## src/rtl/dds_param_ctrl.sv

```systemverilog
// Purpose : key-pulse driven parameter controller for the dds datapath (wave/freq/phase + auto sweep).
// Latency : a key pulse in cycle N is reflected on the registered outputs in cycle N+1.
// Backpr. : none; one key per cycle is accepted by priority, lower-priority pulses are dropped.
//
// Ports:
//   sys_clk, sys_rst_n            clock, async active-low reset
//   key_sweep/key_wave/key_freq_up/key_freq_dn/key_phase   1-cycle key pulses
//   wave_sel, freq, phase_ctrl    registered parameter outputs to dds
//   key_flag                      1-cycle strobe aligned with any parameter change
//   sweep_on                      high while the automatic sweep is running
module dds_param_ctrl #(
    parameter logic [6:0]  FREQ_MIN   = 7'd1,
    parameter logic [6:0]  FREQ_MAX   = 7'd100,
    parameter logic [6:0]  FREQ_INIT  = 7'd1,
    parameter logic [6:0]  FREQ_STEP  = 7'd1,
    parameter logic [4:0]  PHASE_STEP = 5'd1,
    parameter logic [23:0] DWELL_CNT  = 24'd4_999_999
) (
    input  logic       sys_clk,
    input  logic       sys_rst_n,
    input  logic       key_sweep,
    input  logic       key_wave,
    input  logic       key_freq_up,
    input  logic       key_freq_dn,
    input  logic       key_phase,
    output logic       wave_sel,
    output logic [6:0] freq,
    output logic [4:0] phase_ctrl,
    output logic       key_flag,
    output logic       sweep_on
);

    typedef enum logic [1:0] {
        MANUAL   = 2'd0,
        SWEEP_UP = 2'd1,
        SWEEP_DN = 2'd2
    } state_e;

    state_e      state_q, state_d;
    logic [23:0] cnt_q, cnt_d;
    logic        wave_sel_q, wave_sel_d;
    logic [6:0]  freq_q, freq_d;
    logic [4:0]  phase_ctrl_q, phase_ctrl_d;
    logic        key_flag_q, key_flag_d;
    logic        sweep_on_q, sweep_on_d;

    // Frequency arithmetic is carried one bit wider so limit checks never wrap.
    logic [7:0]  up_sum;
    logic        up_hits;
    logic [7:0]  dn_floor;
    logic        dn_hits;
    logic [6:0]  dn_val;
    logic        in_sweep;
    logic        dwell_done;

    always_comb begin
        up_sum     = {1'b0, freq_q} + {1'b0, FREQ_STEP};
        up_hits    = (up_sum >= {1'b0, FREQ_MAX});
        dn_floor   = {1'b0, FREQ_MIN} + {1'b0, FREQ_STEP};
        dn_hits    = ({1'b0, freq_q} <= dn_floor);
        // Only consumed when dn_hits is clear, so the subtraction cannot underflow.
        dn_val     = freq_q - FREQ_STEP;
        in_sweep   = (state_q != MANUAL);
        dwell_done = in_sweep && (cnt_q == DWELL_CNT);
    end

    always_comb begin
        state_d      = state_q;
        cnt_d        = cnt_q;
        wave_sel_d   = wave_sel_q;
        freq_d       = freq_q;
        phase_ctrl_d = phase_ctrl_q;
        key_flag_d   = 1'b0;

        if (key_sweep) begin
            // Entering or leaving sweep: freq is left as is, no strobe.
            cnt_d   = '0;
            state_d = in_sweep ? MANUAL : SWEEP_UP;
        end else begin
            // Sweep stepping runs alongside any accepted wave/phase key;
            // both share the single key_flag strobe.
            if (in_sweep) begin
                if (dwell_done) begin
                    cnt_d      = '0;
                    key_flag_d = 1'b1;
                    if (state_q == SWEEP_UP) begin
                        if (up_hits) begin
                            freq_d  = FREQ_MAX;
                            state_d = SWEEP_DN;
                        end else begin
                            freq_d = up_sum[6:0];
                        end
                    end else begin
                        if (dn_hits) begin
                            freq_d  = FREQ_MIN;
                            state_d = SWEEP_UP;
                        end else begin
                            freq_d = dn_val;
                        end
                    end
                end else begin
                    cnt_d = cnt_q + 24'd1;
                end
            end

            // Manual freq keys are masked while sweeping, so they neither
            // act nor block a lower-priority phase key there.
            if (key_wave) begin
                wave_sel_d = ~wave_sel_q;
                key_flag_d = 1'b1;
            end else if (!in_sweep && key_freq_up) begin
                freq_d = up_hits ? FREQ_MAX : up_sum[6:0];
                if (freq_d != freq_q) begin
                    key_flag_d = 1'b1;
                end
            end else if (!in_sweep && key_freq_dn) begin
                freq_d = dn_hits ? FREQ_MIN : dn_val;
                if (freq_d != freq_q) begin
                    key_flag_d = 1'b1;
                end
            end else if (key_phase) begin
                phase_ctrl_d = phase_ctrl_q + PHASE_STEP;
                key_flag_d   = 1'b1;
            end
        end

        sweep_on_d = (state_d != MANUAL);
    end

    always_ff @(posedge sys_clk or negedge sys_rst_n) begin
        if (!sys_rst_n) begin
            state_q      <= MANUAL;
            cnt_q        <= '0;
            wave_sel_q   <= 1'b0;
            freq_q       <= FREQ_INIT;
            phase_ctrl_q <= '0;
            key_flag_q   <= 1'b0;
            sweep_on_q   <= 1'b0;
        end else begin
            state_q      <= state_d;
            cnt_q        <= cnt_d;
            wave_sel_q   <= wave_sel_d;
            freq_q       <= freq_d;
            phase_ctrl_q <= phase_ctrl_d;
            key_flag_q   <= key_flag_d;
            sweep_on_q   <= sweep_on_d;
        end
    end

    assign wave_sel   = wave_sel_q;
    assign freq       = freq_q;
    assign phase_ctrl = phase_ctrl_q;
    assign key_flag   = key_flag_q;
    assign sweep_on   = sweep_on_q;

endmodule

```

## config.mk

```make
export PLATFORM = sky130hd
export DESIGN_NAME = dds_param_ctrl
export DESIGN_NICKNAME = d
export VERILOG_FILES = /design/src/rtl/dds_param_ctrl.sv
export SDC_FILE = /design/constraint.sdc
export NUM_CORES = 1
export LEC_CHECK = 0
export BUFFER_PORTS_ARGS = -buffer_cell sky130_fd_sc_hd__buf_4
export CAP_MARGIN = 20
export CORE_ASPECT_RATIO = 0.8
export CORE_UTILIZATION = 45
export CTS_CLUSTER_SIZE = 14
export DETAILED_ROUTE_END_ITERATION = 7
export PLACE_DENSITY = 0.62
export SLEW_MARGIN = 20
export SYNTH_ARGS = -nofsm -noshare
export SYNTH_HDL_FRONTEND = slang
export SYNTH_SLANG_ARGS = --single-unit
export TNS_END_PERCENT = 1
```

## constraint.sdc

```tcl
create_clock -name sys_clk -period 2.3 [get_ports sys_clk]
set_clock_uncertainty 0.15 [all_clocks]
set_input_delay 0.23 -clock sys_clk [delete_from_list [all_inputs] [get_ports sys_clk]]
set_output_delay 0.23 -clock sys_clk [all_outputs]
set_load 0.01 [all_outputs]
```

==> metrics.cfg <==
[setup_path]
reg2reg_depth = 6
cp.required_ps = 2330
cp-start-kind = flop
rr_endpoint = freq[2]
reg2reg_from = freq[2]
crit_fanout = 8
reg2reg_slack_ps = 60
arrival_ps = 2280
critPathKind = flop to flop
end_kind = flop

[sta]
relSlewSlack_pct = 64.7
hold_viol = 0
min_period_ps = 2240
whs_ps = 12.6
worst_pin_slew_ps = 530
drv_slew = 0
rsz0062_at_grt = true
period_share_pct = 97.6
fmax_mhz = 446
layout_setup_ws_ps = 55.4
setup_viol = 0

[worst_hold_path]
hold_start = key_sweep
worstHoldPathType = input port to flop
hold_path_end = cnt_q[0]
min_path_cells = 2

[clock_network]
cts_buffers = 5
root_buffer = clkbuf_8
h-tree-depth = 2
cts_sinks = 41
clk-insertion-delay-late_ps = 290
cts_buffer_depth = 2
cts_tree = yes
path_clk_slew_ps = 80

[floorplan]
initial_core_util_pct = 46.7
core-area_um2 = 6380
io_pins = 22
dieArea_um2 = 6950
die_x_um = 93.0
die_h_um = 74.8
rows = 26

[routing]
final_antenna_net_count = 0
vias = 3056
firstDrtPassIters = 5
drt_iter0_markers = 322
vias_per_cell = 6.06
routed_wirelength_um = 8620
wire_per_inst_um = 17.1
drc = 0

[yosys]
yosysUniqueCellTypes = 66
ys.flop_type = dfrtp_1
ys_warn_count = 0
ys_ff_latch = 41
yosysSeqAreaShare_pct = 34.5
synth_top_family_by_area = simple AND/OR/NAND/NOR gates
syn-num-nets = 370
synth.avg_cell_area_um2 = 8.32
syn_inst = 358
synth-edff-count = 0
synthesis.area_um2 = 2980
yosys.area_share.simple_pct = 30.4
synthMuxAreaShare_pct = 1.05
async_flop_share_pct = 100
synth-xor-area-share_pct = 7.35
synth-compound-area-share_pct = 19.9
synth_fa_ha_area_share_pct = 2.10

[grt]
grt_remaining_overflow = 0
track_usage_pct = 26.3
antenna_found_initial = 0
grt_max_degree = 42
grt.busiest_layer = met1
grt_pass1_vias = 2843
met2_usage_pct = 36.3
use_met3_pct = 4.95
grt_first_pass_wirelength_um = 14100
met1_usage_pct = 40.8

[place]
port_buffers = 21
dpl_worst_slack_ps = 34.7
placedInstanceArea_um2 = 3540
gp_congestion = 0.931
dpl.hpwl_um = 6540

[power_and_ir_drop]
p_leak_nw = 1.55
pwr-share-comb_pct = 48.8
p_sw_w = 0.00113
clockPowerShare_pct = 17.4
powerDensity_nw_per_um2 = 750
peakVddDrop_v = 0.000248
intPower_w = 0.00163
pwr-share-seq_pct = 33.8
p_sw_share_pct = 40.9
power_w = 0.00276

[layout]
fin_nets = 431
areaGrowthSynthToFinish_pct = 23.7
stdcell_area_um2 = 3680
diodes = 0
multiInputGateArea_um2 = 1850
layout-drive-gt1-share_pct = 24.5
fillers = 606
seqCellArea_um2 = 1030

[run]
drv_cap = 0

[status]
status = finished clean

## synth_stat cells, types with 5 or more instances
library cell	number	area, µm²
ha_1	5	62.6
nand4_1	9	56.3
dfrtp_1	40	1000
o21ai_0	13	65.1
nor3_1	15	75.1
nand2_1	33	124
xnor2_1	13	114
o21ai_1	10	50.1
and3_1	8	50.1
xor2_1	12	105
o31ai_1	7	52.6
a21oi_1	18	90.1
inv_1	8	30.0
or3_1	5	31.3
nor2_1	31	116
a31oi_1	6	37.5
clkbuf_1	7	26.3
nand3_1	21	105
nor2b_1	7	43.8
and4_1	5	43.8
buf_2	13	65.1
## state kept, by name (all words and copies together) (netlist names)
| register | count |
|---|---|
| sweep_on | 1 |
| freq | 7 |
| key_flag | 1 |
| cnt_q | 24 |
| wave_sel | 1 |
| phase_ctrl | 5 |
| state_q | 2 |
## cell families (layout without fill, tap and decap cells)
| family | count (synthesis) | after routing |
|---|---|---|
| AOI/OAI and AO/OA | 87 | 87 |
| and+or+nand+nor | 166 | 166 |
| adders and majority gates | 5 | 5 |
| DFF | 41 | 41 |
| muxes | 3 | 3 |
| xor gates and xnor gates | 25 | 25 |
| buffers and inverters | 31 | 93 |
## power by group through the flow
stage / registers, W / logic [W] / clock network (W)
CTS: 0.000930 / 0.00128 / 0.000494
floorplan: 0.000954 / 0.000726 / 0
finish: 0.000935 / 0.00135 / 0.000480
global placement: 0.000938 / 0.00128 / 0
global route: 0.000952 / 0.00147 / 0.000517
detailed placement: 0.000942 / 0.00128 / 0
## final cells by class
cell class / count / area share, %
clock buffers: 6 / 1.97
flip-flops and latches: 41 / 27.9
inverters: 8 / 0.815
clock inverters: 2 / 0.408
well taps: 84 / 2.85
repair buffers: 77 / 15.8
multi-input cells: 286 / 50.3
## worst max-delay path by stage
stage	slack (ps)	to	from	depth (start not counted)
3_5_place_dp	30	freq[2]	cnt_q[13]	7
2_1_floorplan	20	freq[1]	freq[0]	9
6_report	60	freq[2]	freq[2]	6
5_1_grt	-50	freq[2]	freq[2]	6
4_1_cts	10	freq[2]	cnt_q[13]	7
3_3_place_gp	100	freq[2]	freq[1]	10
## worst max-delay path, cell delays in order, from the launching register on
cell	delay, ps
dfrtp_1	450
or2_1	320
o311ai_2	320
a31oi_4	190
nor4_2	330
nor4_1	100
a211o_1	270
## cell usage in the layout, fill, tap and decap left out, types with 3 or more instances in the layout
cell and n:
nand4_1 9, o21ai_1 10, xnor2_1 13, a211o_1 3, a31oi_1 6, xor2_1 12, or2_1 3, nor2_1 31
o22ai_1 3, nor4b_1 3, o221ai_1 3, and4_1 5, and3_1 8, nand2_1 33, and2_1 3, dfrtp_1 40
o31ai_1 7, clkbuf_8 5, ha_1 3, or3_1 5, nand2b_1 3, nor3_1 15, nand3_1 21, buf_4 76
inv_1 8, a21oi_1 18, nor2b_1 7, o21ai_0 13
## what timing repair did
| item | CTS | global route |
|---|---|---|
| resized for setup | 0 | 7 |
| endpoints found under the setup margin | 0 | 9 |
| setup buffers | 0 | 0 |
| hold buffers | 1 | 0 |
| endpoints found under the hold margin | 40 | 0 |
## per-layer routing
metal,share of wire [%],vias to the layer above
met4,1.7,0
met5,0,-
li1,-,1446
met1,49,1432
met2,40,162
met3,9.2,16
## metrics by stage
step,TNS (ps),instances,utilization (%)
after floorplan,0,358,-
after CTS,0,504,57.1
after detailed placement,0,495,55.6
after global routing,-166,504,57.8
after global placement,0,495,55.6
final,0,504,57.8
No activity file was read; power rests on OpenSTA's default activity.
